$ cat config.mk
export PLATFORM = sky130hd
export DESIGN_NAME = input_debouncer
export DESIGN_NICKNAME = d
export VERILOG_FILES = /design/src/rtl/input_debouncer.sv
export SDC_FILE = /design/constraint.sdc
export NUM_CORES = 1
export LEC_CHECK = 0
export CAP_MARGIN = 15
export CELL_PAD_IN_SITES_DETAIL_PLACEMENT = 2
export CELL_PAD_IN_SITES_GLOBAL_PLACEMENT = 2
export CORE_MARGIN = 2
export CORE_UTILIZATION = 37
export DETAILED_ROUTE_END_ITERATION = 7
export PLACE_DENSITY_LB_ADDON = 0.08
export SLEW_MARGIN = 25
export SYNTH_ARGS = -nofsm -noshare
export SYNTH_HDL_FRONTEND = slang
export SYNTH_SLANG_ARGS = --single-unit
export TNS_END_PERCENT = 50
$ cat constraint.sdc
create_clock -name clk -period 4.8 [get_ports clk]
set_clock_uncertainty 0.15 [all_clocks]
set_input_delay 0.48 -clock clk [delete_from_list [all_inputs] [get_ports clk]]
set_output_delay 0.48 -clock clk [all_outputs]
set_load 0.02 [all_outputs]
$ cat src/rtl/input_debouncer.sv
// input_debouncer: resynchronizes an asynchronous, bouncy level to clk and
// only lets it through once it has held its new value for STABLE_CYCLES
// consecutive synchronized samples. Produces a registered clean level plus
// one-cycle rise/fall strobes and a busy flag while a change is qualifying.
module input_debouncer #(
  parameter int SYNC_STAGES   = 2,
  parameter int STABLE_CYCLES = 4,
  parameter int CNT_WIDTH     = 8
) (
  input  logic clk,
  input  logic reset,
  input  logic in_raw,
  input  logic enable,
  output logic out_level,
  output logic rise,
  output logic fall,
  output logic busy
);

  typedef enum logic [1:0] {
    IDLE_LOW  = 2'd0,
    WAIT_HIGH = 2'd1,
    IDLE_HIGH = 2'd2,
    WAIT_LOW  = 2'd3
  } state_t;

  // Last count value before the level is allowed to flip; the counter never exceeds it.
  localparam logic [CNT_WIDTH-1:0] COUNT_LAST = CNT_WIDTH'(STABLE_CYCLES - 1);
  localparam logic [CNT_WIDTH-1:0] COUNT_ONE  = CNT_WIDTH'(1);

  logic [SYNC_STAGES-1:0] sync_chain;
  logic                   sync;

  state_t                 state;
  state_t                 state_next;
  logic [CNT_WIDTH-1:0]   count;
  logic [CNT_WIDTH-1:0]   count_next;
  logic                   level_next;
  logic                   rise_next;
  logic                   fall_next;
  logic                   busy_next;

  // Synchronizer chain: the only logic that ever looks at in_raw; runs regardless of enable.
  always_ff @(posedge clk or posedge reset) begin
    if (reset) begin
      sync_chain <= '0;
    end else begin
      sync_chain <= {sync_chain[SYNC_STAGES-2:0], in_raw};
    end
  end

  assign sync = sync_chain[SYNC_STAGES-1];

  // State, counter and all outputs are registered together so the strobes line up with the level.
  always_ff @(posedge clk or posedge reset) begin
    if (reset) begin
      state     <= IDLE_LOW;
      count     <= '0;
      out_level <= 1'b0;
      rise      <= 1'b0;
      fall      <= 1'b0;
      busy      <= 1'b0;
    end else begin
      state     <= state_next;
      count     <= count_next;
      out_level <= level_next;
      rise      <= rise_next;
      fall      <= fall_next;
      busy      <= busy_next;
    end
  end

  // Next-state logic: count consecutive enabled samples that disagree with the current level.
  always_comb begin
    state_next = state;
    count_next = count;
    level_next = out_level;
    rise_next  = 1'b0;
    fall_next  = 1'b0;

    case (state)
      IDLE_LOW: begin
        count_next = '0;
        if (enable && sync) begin
          if (STABLE_CYCLES == 1) begin
            state_next = IDLE_HIGH;
            level_next = 1'b1;
            rise_next  = 1'b1;
          end else begin
            state_next = WAIT_HIGH;
            count_next = COUNT_ONE;
          end
        end
      end

      WAIT_HIGH: begin
        if (!enable || !sync) begin
          state_next = IDLE_LOW;
          count_next = '0;
        end else if (count == COUNT_LAST) begin
          state_next = IDLE_HIGH;
          count_next = '0;
          level_next = 1'b1;
          rise_next  = 1'b1;
        end else begin
          count_next = count + COUNT_ONE;
        end
      end

      IDLE_HIGH: begin
        count_next = '0;
        if (enable && !sync) begin
          if (STABLE_CYCLES == 1) begin
            state_next = IDLE_LOW;
            level_next = 1'b0;
            fall_next  = 1'b1;
          end else begin
            state_next = WAIT_LOW;
            count_next = COUNT_ONE;
          end
        end
      end

      WAIT_LOW: begin
        if (!enable || sync) begin
          state_next = IDLE_HIGH;
          count_next = '0;
        end else if (count == COUNT_LAST) begin
          state_next = IDLE_LOW;
          count_next = '0;
          level_next = 1'b0;
          fall_next  = 1'b1;
        end else begin
          count_next = count + COUNT_ONE;
        end
      end

      default: begin
        state_next = IDLE_LOW;
        count_next = '0;
        level_next = 1'b0;
      end
    endcase

    busy_next = (state_next == WAIT_HIGH) || (state_next == WAIT_LOW);
  end

endmodule

======== After elaboration in Yosys (flattened, before gate mapping) ========
Cells that the tools add are included.
word-level totals
  logic and storage cells ................. 51
  bits of input ports ..................... 4
  flip-flop bits (word level) ............. 16
cells by class
  reductions and logical operators ........ 10
  mux-type cells .......................... 23
  equal/unequal tests ..................... 10
  $add $sub $neg .......................... 1
operators by type and width
  cell                 count
  $pmux 8 s4           1
  $mux 8               3
  $mux 2               6
  $mux 1               11
  $add 8x1->8 const B  1
  $eq 8x2->1 const B   1
  $ne 2x2->1 const B   4
  $pmux 2 s4           1
  $eq 2x2->1 const B   3
  $reduce_and 5->1     1
  $eq 2x1->1 const B   2
  $logic_or 1x1->1     3
  $logic_and 1x1->1    2
  $logic_not 1->1      2
  $logic_not 2->1      1
  $pmux 1 s2           1
  $reduce_bool 2->1    1

======== Logic depth before layout (Yosys ltp) ========
Gate-level depths: netlist (run 1).
  depth after elaboration ................. 6
  depth in mapped cells ................... 5
  gate-level depth less buffers ........... 4

======== Worst setup path before layout (run 1) ========
No wires, ideal clock.
  path kind ............................... flip-flop to flip-flop
  start point ............................. register count[0]
  end point ............................... register count[6]
  slack ................................... 3.268 ns
  path buffers ............................ 1
  period minus slack after synthesis ...... 1.532 ns
  stages on the path, launching flop included .. 6
  setup time .............................. 0.095 ns
  arrival ................................. 1.287 ns
  data required time ...................... 4.555 ns
  path through ............................ dfrtp_1 ha_1 nor3b_2 and2_1 buf_2 a211oi_1
between the ends
  word-level cells in the longest chain between the ends .. 4
ends and longest elaborated chain
  what                                              line      source
  from (decl)                                       36        logic [CNT_WIDTH-1:0] count;
  from (signal assigned)                            65        count <= count_next;
  $add 8x1->8 / $eq 8x2->1 (equally long branches)  -
  $mux 8 *                                          100, 128
  $mux 8, on equally long branches                  125, 97
  $pmux 8 s4 *                                      81        case (state)
  via count_next[6]                                 37        logic [CNT_WIDTH-1:0] count_next;
Mark *: on every way through the listed nets, which the timed path passes. The rest lies on a longest branch.
A chain may end at the register's enable or synchronous reset.

==> results of run 1 <==
==> cells in the final DEF (no fill, tap or decap), types with 2 or more instances in the layout <==
cell | Yosys | routed
nand3_1 | 4 | 4
clkbuf_4 | 0 | 3
nor2_1 | 2 | 2
nand4_1 | 2 | 2
a21oi_1 | 2 | 2
nor3_1 | 3 | 3
o21ai_0 | 3 | 3
dfrtp_1 | 15 | 15
xor2_1 | 3 | 3
nand2_1 | 3 | 3
a211oi_2 | 2 | 2
or3_1 | 3 | 3
inv_1 | 4 | 4
and2_1 | 2 | 2
clkdlybuf4s50_1 | 0 | 7
==> final timing paths <==
path | end | slack (ns) | depth (start not counted)
max | busy | 2.86 | 1
min | sync_chain[1]$_DFF_PP0_ | 0.21 | 0
max reg2reg | state[0]$_DFF_PP0_ | 3.07 | 4
min reg2reg | sync_chain[1]$_DFF_PP0_ | 0.21 | 0
max in group asynchronous | count[7]$_DFF_PP0_ | 3.72 | 2
min in group asynchronous | count[6]$_DFF_PP0_ | 0.41 | 2
==> power by group <==
group | switching (uW) | total, uW | leakage (uW) | internal [uW]
clock network | 36.8 | 69.0 | 0.0000150 | 32.1
registers | 1.86 | 130 | 0.000198 | 128
logic | 5.74 | 10.2 | 0.000126 | 4.49
total | 44.4 | 209 | 0.000339 | 165
==> kinds of logic after synthesis <==
family,after synthesis,synth area share
simple gates,23,0.2175
flops,15,0.5484
compound gates,11,0.1207
buf+inv,5,0.02924
xor+xnor,4,0.05120
mux,1,0.01463
fa+ha+maj,1,0.01828
==> registers in the layout, summed over array words and instances (netlist names) <==
signal,flops
rise,1
count,8
out_level,1
state,2
fall,1
sync_chain,2
==> per-layer routing <==
metal  track usage  vias up  wire, um
li1              -      233         -
met1        0.2174      230       710
met2        0.2493        8       624
met3       0.04615        2        34
met4       0.05000        0        10
met5             0        -         0
==> through the flow <==
stage                     setup WS [ns]  area (sq um)  power, uW  hold slack (ns)
final                             2.862         807.0      209.3           0.2144
after floorplan                   3.268         684.4      137.8           0.1812
after global routing              2.779         807.0      221.4           0.2321
after global placement            3.065         780.7      142.9           0.1893
after CTS                         2.842         807.0      214.2           0.2207
after detailed placement          3.025         780.7      143.3           0.1998
==> cell type report <==
type	count	area, sq um
clock buffers	4	26.28
fillers	194	919.6
inverters	4	15.01
multi-input cells	40	289.0
flip-flops and latches	15	375.4
well taps	25	31.28
repair buffers	7	70.07
==> summary.txt, run 1 <==
Run status
  • Outcome: finished, final reports clean

STA
  • Total negative slack: 0 ns
  • Final Critical Period: 1.938 ns
  • Fmax: 515.9 MHz
  • Slew @ Worst Pin: 0.5586 ns
  • Slew Viols, Final: 0
  • Fin. Hold Viols: 0
  • Final Setup Violations: 0
  • Unrepaired setup endpoints after global routing: no
  • Rel. slew slack: 0.6272
  • Final Cycle Share: 0.4038

Die
  • Core Area: 1727 sq um
  • Initial Utilization: 0.3964
  • Die ar.: 2210 sq um
  • Rows: 15
  • # IOs: 8
  • Die X: 47.01 um
  • Die Y: 47.01 um

Synth
  • Post-synth EDFFs: 0
  • Ys Warns: 0
  • Sequential area share after synthesis: 0.5484
  • Primary FF master, synth: dfrtp_1
  • Number of distinct library cells after synthesis: 25
  • Mapped Nets: 65
  • Synthesized flop and latch total: 15
  • Post-Synthesis Cells: 60
  • Most frequent cells after synthesis: dfrtp_1 (15), inv_1 (4), nand3_1 (4)
  • Share of the synthesized area in the top cell type: 0.5484
  • Syn Area/Cell: 11.41 sq um
  • Post-synthesis cell area: 684.4 sq um
  • Post-synth ARST share: 1.000
  • Top post-synthesis cells by area: dfrtp_1 (55%), xor2_1 (3.8%), a211oi_2 (3.7%)
  • Area leader, netlist: dfrtp_1
  • Top-count cell post-synth: dfrtp_1

Clock network
  • Num CTS Buffers: 3
  • Reg clk slew, reported paths: 0.09 ns
  • H-Tree Depth: 1
  • TritonCTS Sinks: 15
  • Clock Path Buffers: 2
  • Clk Tree Root Cell: clkbuf_4
  • CTS tree: done
  • Cells resized by post-CTS repair: 0
  • Clock latency on the worst-skew pair: 0.27 ns
  • Setup Buffers After CTS: 0
  • Hold_buf cts: 0

Finish
  • Core Util, Final: 0.4674
  • Nets: 76
  • # diodes: 0
  • Layout area overhead: 17.92%
  • Non-filler cells, final: 95
  • Share of cells above drive strength 1: 0.1143

Detailed routing
  • DRT iter0 DRCs: 0
  • Routed wire length: 1379 um
  • Wirelength per Cell: 14.52 um
  • Post-route ant nets: 0
  • Via-to-Cell Ratio: 4.979
  • DR vias: 473
  • Drt first pass iters: 1
  • DRC viols: 0

Pwr
  • Pleak: 0.0003388 uW
  • PwrDens: 259.3 nW/um^2
  • Max rail drop VDD: 145.9 uV

Global routing
  • Initial antenna violation count: 0
  • Final global-route overflow total: 0
  • Global-route wire length before repair: 2387 um
  • Number of global-route vias before repair: 514
  • Largest net degree at the start of global routing: 16
  • Total track usage: 0.1604

Setup path
  • Critical-path cell list: clkdlybuf4s50_1
  • Crit path kind: reg -> out
  • Crit path largest cell delay: 0.63 ns
  • Arr. time, crit path: 1.31 ns
  • Crit-path max FO: 5
  • Crit Reg-Reg Startpoint: count[0]$_DFF_PP0_
  • Crit path max-delay family: buffers and inverters
  • Required time of the critical path: 4.17 ns
  • CP max stage cell: clkdlybuf4s50_1
  • Bufs and invs on worst path: 1
  • Critical Path Sink Type: primary output
  • Critical Path Start Type: register
  • Worst setup path start: state[0]$_DFF_PP0_

Flow run
  • Number of max-cap violations: 0

Placed design
  • Number of port buffers: 7
  • Placer Congestion: 0.6962
  • Detailed placement HPWL: 1040 um
  • Placed Cells: 91

Hold path
  • Hold_sp: sync_chain[0]$_DFF_PP0_
  • Worst hold path class: reg -> reg
Power figures use the tool's default switching activity.
==> run 2, diff against run 1 <==
- CORE_UTILIZATION: 37 -> 34
- clock period: 4.8 -> 1.9 ns (I/O delays scaled with it)
==> summary.txt, run 2 (synthesized netlist as in run 1, its figures left out) <==
Finish
  • Layout area overhead: 19.38%
  • Top flop regs: count (8), state (2), sync_chain (2)
  • Register name with the most flops: count
  • Post-layout instance area: 817.0 sq um
  • Most frequent cells in the layout: dfrtp_1 (15), clkdlybuf4s50_1 (7), nand3_1 (4), inv_1 (4)
  • Nets: 77
  • Non-filler cells, final: 98
  • # diodes: 0
  • Multi-input gate area: 289.0 sq um
  • Most common cell after layout, fill and taps aside: dfrtp_1
  • Max reg flops: 8
  • Fillers: 223
  • Register area: 375.4 sq um
  • Share of cells above drive strength 1: 0.1268

Detailed routing
  • DR vias: 490
  • Drt first pass iters: 2
  • Routed wire length: 1366 um
  • DRT iter0 DRCs: 1
  • Wirelength per Cell: 13.94 um
  • Via-to-Cell Ratio: 5.000
  • Post-route ant nets: 0
  • DRC viols: 0

Die
  • Die Y: 48.87 um
  • Rows: 16
  • # IOs: 8
  • Die ar.: 2388 sq um
  • Core Area: 1922 sq um
  • Initial Utilization: 0.3561
  • Die X: 48.87 um

Pwr
  • Pwr Total: 534.5 uW
  • Max rail drop VDD: 319.3 uV
  • PwrDens: 654.2 nW/um^2
  • Int Pwr: 416.6 uW
  • Sequential share of power: 0.615
  • Power share of the combinational group: 0.049
  • Net Sw Frac: 0.2206
  • Net switching power: 117.9 uW
  • Pleak: 0.0003442 uW
  • Power share of the clock group: 0.336

Placed design
  • Number of port buffers: 7
  • Dpl ws: 0.2901 ns
  • Post-Place Cell Area: 790.8 sq um
  • Placed Cells: 94
  • Placer Congestion: 0.7227
  • Detailed placement HPWL: 1042 um

Clock network
  • Reg clk slew, reported paths: 0.09 ns
  • CTS tree: done
  • Hold_buf cts: 0
  • TritonCTS Sinks: 15
  • Cells resized by post-CTS repair: 0
  • Setup Buffers After CTS: 0
  • Clock latency on the worst-skew pair: 0.28 ns
  • H-Tree Depth: 1
  • Clock Path Buffers: 2
  • Num CTS Buffers: 3
  • Clk Tree Root Cell: clkbuf_4

STA
  • Fmax: 599.0 MHz
  • Slew Viols, Final: 0
  • Rel. slew slack: 0.6176
  • Slew @ Worst Pin: 0.5730 ns
  • Worst Slack Setup Final: 0.2305 ns
  • Final Cycle Share: 0.8787
  • Fin. Hold Viols: 0
  • Unrepaired setup endpoints after global routing: no
  • Final Setup Violations: 0
  • Total negative slack: 0 ns
  • Final Critical Period: 1.669 ns

Flow run
  • Number of max-cap violations: 0

Global routing
  • Largest net degree at the start of global routing: 16
  • Total track usage: 0.1365
  • Met3 Usage GRT: 0.03988
  • Initial antenna violation count: 0
  • Busiest grt layer: met2
  • Number of global-route vias before repair: 532
  • Global-route wire length before repair: 2456 um
  • Final global-route overflow total: 0
  • Met2 usage: 0.2123
  • Grt met1 use: 0.1772

Setup path
  • Worst setup path start: state[0]$_DFF_PP0_
  • Crit-path max FO: 5
  • Crit Reg-Reg Startpoint: count[4]$_DFF_PP0_
  • Critical Path Sink Type: primary output
  • Arr. time, crit path: 1.33 ns
  • Critical Path Start Type: register
  • Crit path largest cell delay: 0.63 ns
  • CP max stage cell: clkdlybuf4s50_1
  • Bufs and invs on worst path: 1
  • Crit path max-delay family: buffers and inverters
  • Required time of the critical path: 1.56 ns
  • Crit path kind: reg -> out
  • Critical-path cell list: clkdlybuf4s50_1

Hold path
  • Worst hold path class: in -> async

Run status
  • Outcome: finished, final reports clean
==> run 2: cell count changes in the layout (fill, tap and decap cells not counted) <==
cell / previous run / this run
buf_4: 0 / 1
==> run 2: per-layer routing <==
metal  part of all wire  wire length (um)  vias up
li1                   -                 -      237
met1               0.48               656      239
met2               0.46               628       10
met3              0.043                59        4
met4              0.015                21        0
met5                  0                 0        -
==> run 2: final cells by class <==
| class | count | area share |
|---|---|---|
| clock buffer | 4 | 0.03216 |
| inverter | 4 | 0.01838 |
| multi-input combinational | 40 | 0.3538 |
| sequential | 15 | 0.4594 |
| tap | 27 | 0.04135 |
| timing repair buffer | 8 | 0.09495 |
==> run 2: through the flow <==
stage / utilization / hold slack (ns)
floorplan: - / -0.05852
global placement: 0.4115 / 0.1842
detailed placement: 0.4115 / 0.1864
CTS: 0.4251 / 0.1540
global route: 0.4251 / 0.1603
finish: 0.4251 / 0.1203
==> run 2: power groups by stage <==
| stage | clock network [uW] | registers [uW] | logic (uW) |
|---|---|---|---|
| after floorplan | 0 | 335 | 12.9 |
| after global placement | 0 | 335 | 26.8 |
| after detailed placement | 0 | 335 | 27.4 |
| after CTS | 187 | 329 | 27.5 |
| after global routing | 208 | 330 | 30.0 |
| final | 180 | 329 | 26.3 |
==> run 2: final timing paths <==
kind	depth (start not counted)	to	slack, ns
worst max-delay path	1	busy	0.23
worst min-delay path	2	count[6]$_DFF_PP0_	0.12
worst max register to register	3	state[0]$_DFF_PP0_	0.30
worst min register to register	0	sync_chain[1]$_DFF_PP0_	0.20
max in group asynchronous	2	count[0]$_DFF_PP0_	1.10
min in group clk	1	sync_chain[0]$_DFF_PP0_	0.20
==> run 3, diff against run 2 <==
- CORE_UTILIZATION: 34 -> 31
- clock period: 1.9 -> 1.5 ns (I/O delays scaled with it)
==> summary.txt, run 3 (synthesized netlist as in run 1, its figures left out) <==
Run status
  • Outcome: complete, but fails checks
  • Failing checks: setup timing

STA
  • Final Critical Period: 1.500 ns
  • Rel. slew slack: 0.8247
  • Worst Slack Setup Final: -0.0001192 ns
  • Fin. Hold Viols: 0
  • Slew @ Worst Pin: 0.2610 ns
  • Slew Viols, Final: 0
  • Final Setup Violations: 1
  • Final Cycle Share: 1.000
  • Unrepaired setup endpoints after global routing: yes
  • Fmax: 666.6 MHz

Pwr
  • Pwr Total: 685.5 uW
  • Max rail drop VDD: 329.3 uV
  • Pleak: 0.0004376 uW
  • PwrDens: 688.2 nW/um^2

Finish
  • Share of cells above drive strength 1: 0.4302
  • Multi-input gate area: 351.6 sq um
  • Fillers: 235
  • Max reg flops: 8
  • Register area: 379.1 sq um
  • Nets: 92
  • Most common cell after layout, fill and taps aside: buf_4
  • Most frequent cells in the layout: buf_4 (15), dfrtp_1 (12), inv_1 (4), dlygate4sd2_1 (4)
  • # diodes: 0
  • Register name with the most flops: count
  • Top flop regs: count (8), state (2), sync_chain (2)
  • Layout area overhead: 45.52%

Clock network
  • Num CTS Buffers: 3
  • TritonCTS Sinks: 15
  • H-Tree Depth: 1
  • CTS tree: done
  • Hold_buf cts: 0
  • Clock latency on the worst-skew pair: 0.27 ns
  • Clock Path Buffers: 2
  • Clk Tree Root Cell: clkbuf_4
  • Reg clk slew, reported paths: 0.09 ns

Global routing
  • Final global-route overflow total: 0
  • Initial antenna violation count: 0
  • Global-route wire length before repair: 2939 um
  • Largest net degree at the start of global routing: 16
  • Total track usage: 0.1562
  • Number of global-route vias before repair: 633

Die
  • Rows: 17
  • Die Y: 50.99 um
  • Initial Utilization: 0.3186
  • Die ar.: 2599 sq um
  • Core Area: 2148 sq um
  • Die X: 50.99 um
  • # IOs: 8

Setup path
  • Crit-path max FO: 4
  • Crit path kind: reg -> reg
  • Critical Path Start Type: register
  • Arr. time, crit path: 1.52 ns
  • Required time of the critical path: 1.52 ns
  • Critical Path Sink Type: register

Placed design
  • Detailed placement HPWL: 1312 um
  • Number of port buffers: 7
  • Dpl ws: -0.02561 ns
  • Placer Congestion: 0.6935

Detailed routing
  • DRC viols: 0
  • Wirelength per Cell: 15.31 um
  • DR vias: 563
  • Drt first pass iters: 2
  • Post-route ant nets: 0
  • Via-to-Cell Ratio: 4.939
  • Routed wire length: 1745 um
  • DRT iter0 DRCs: 3

Hold path
  • Worst hold path class: in -> async

Flow run
  • Number of max-cap violations: 0
run 3: cell types whose count changed in the layout (fill, tap and decap cells not counted), moves of 2 or more:
cell             delta
dfrtp_2             +3
buf_4              +14
clkdlybuf4s50_1     -4
or3_1               -2
dlygate4sd2_1       +4
dfrtp_1             -3
or3_4               +2
run 3: where the power goes:
part           internal [uW]  leakage (uW)  switching, uW
Clock                    103     0.0000150            124
Combinational           19.3      0.000230           23.6
Sequential               410      0.000193           5.06
run 3: final timing paths:
check | slack [ns] | start | depth (start not counted) | to
max | -0.0001 | count[6]$_DFF_PP0_ | 4 | out_level$_DFFE_PP0P_
min | 0.04 | reset | 3 | rise$_DFF_PP0_
max reg2reg | -0.0001 | count[6]$_DFF_PP0_ | 4 | out_level$_DFFE_PP0P_
min reg2reg | 0.20 | sync_chain[0]$_DFF_PP0_ | 0 | sync_chain[1]$_DFF_PP0_
max in group asynchronous | 0.96 | reset | 3 | count[3]$_DFF_PP0_
min in group clk | 0.16 | in_raw | 1 | sync_chain[0]$_DFF_PP0_
run 3: metrics by stage:
| stage | cells | TNS [ns] | cell area, sq um | util | hold slack [ns] |
|---|---|---|---|---|---|
| 3_3_place_gp | 107 | 0 | 884.6 | 0.4118 | 0.1840 |
| 3_5_place_dp | 107 | -0.02561 | 884.6 | 0.4118 | 0.1873 |
| 6_report | 114 | -0.0001192 | 996.0 | 0.4636 | 0.04452 |
| 4_1_cts | 111 | 0 | 913.4 | 0.4252 | 0.03717 |
| 2_1_floorplan | 60 | 0 | 686.9 | - | -0.09852 |
| 5_1_grt | 114 | -0.2867 | 996.0 | 0.4636 | 0.06008 |
run 3: critical path, cell delays in order (launching register included):
cell	delay, ns
dfrtp_2	0.44
nor4_4	0.33
buf_4	0.19
a41oi_2	0.11
a2bb2oi_2	0.18
run 3: metal layers:
| metal | vias to the layer above | track usage | share of wire |
|---|---|---|---|
| li1 | 268 | - | - |
| met2 | 7 | 0.2727 | 0.54 |
| met1 | 286 | 0.1876 | 0.43 |
| met4 | 0 | 0.06757 | 0.0074 |
| met5 | - | 0 | 0 |
| met3 | 2 | 0.02632 | 0.025 |
run 3: what timing repair did:
item                                    4_1_cts  5_1_grt
endpoints found under the setup margin       10       11
setup buffers                                 0        3
pin swaps                                     0        7
gates resized for setup                       6       13
run 3: area by class of cell:
class	instances	share of cell area
flip-flops and latches	15	0.3807
multi-input cells	40	0.3530
repair buffers	23	0.1897
well taps	28	0.03518
clock buffers	4	0.02638
inverters	4	0.01508
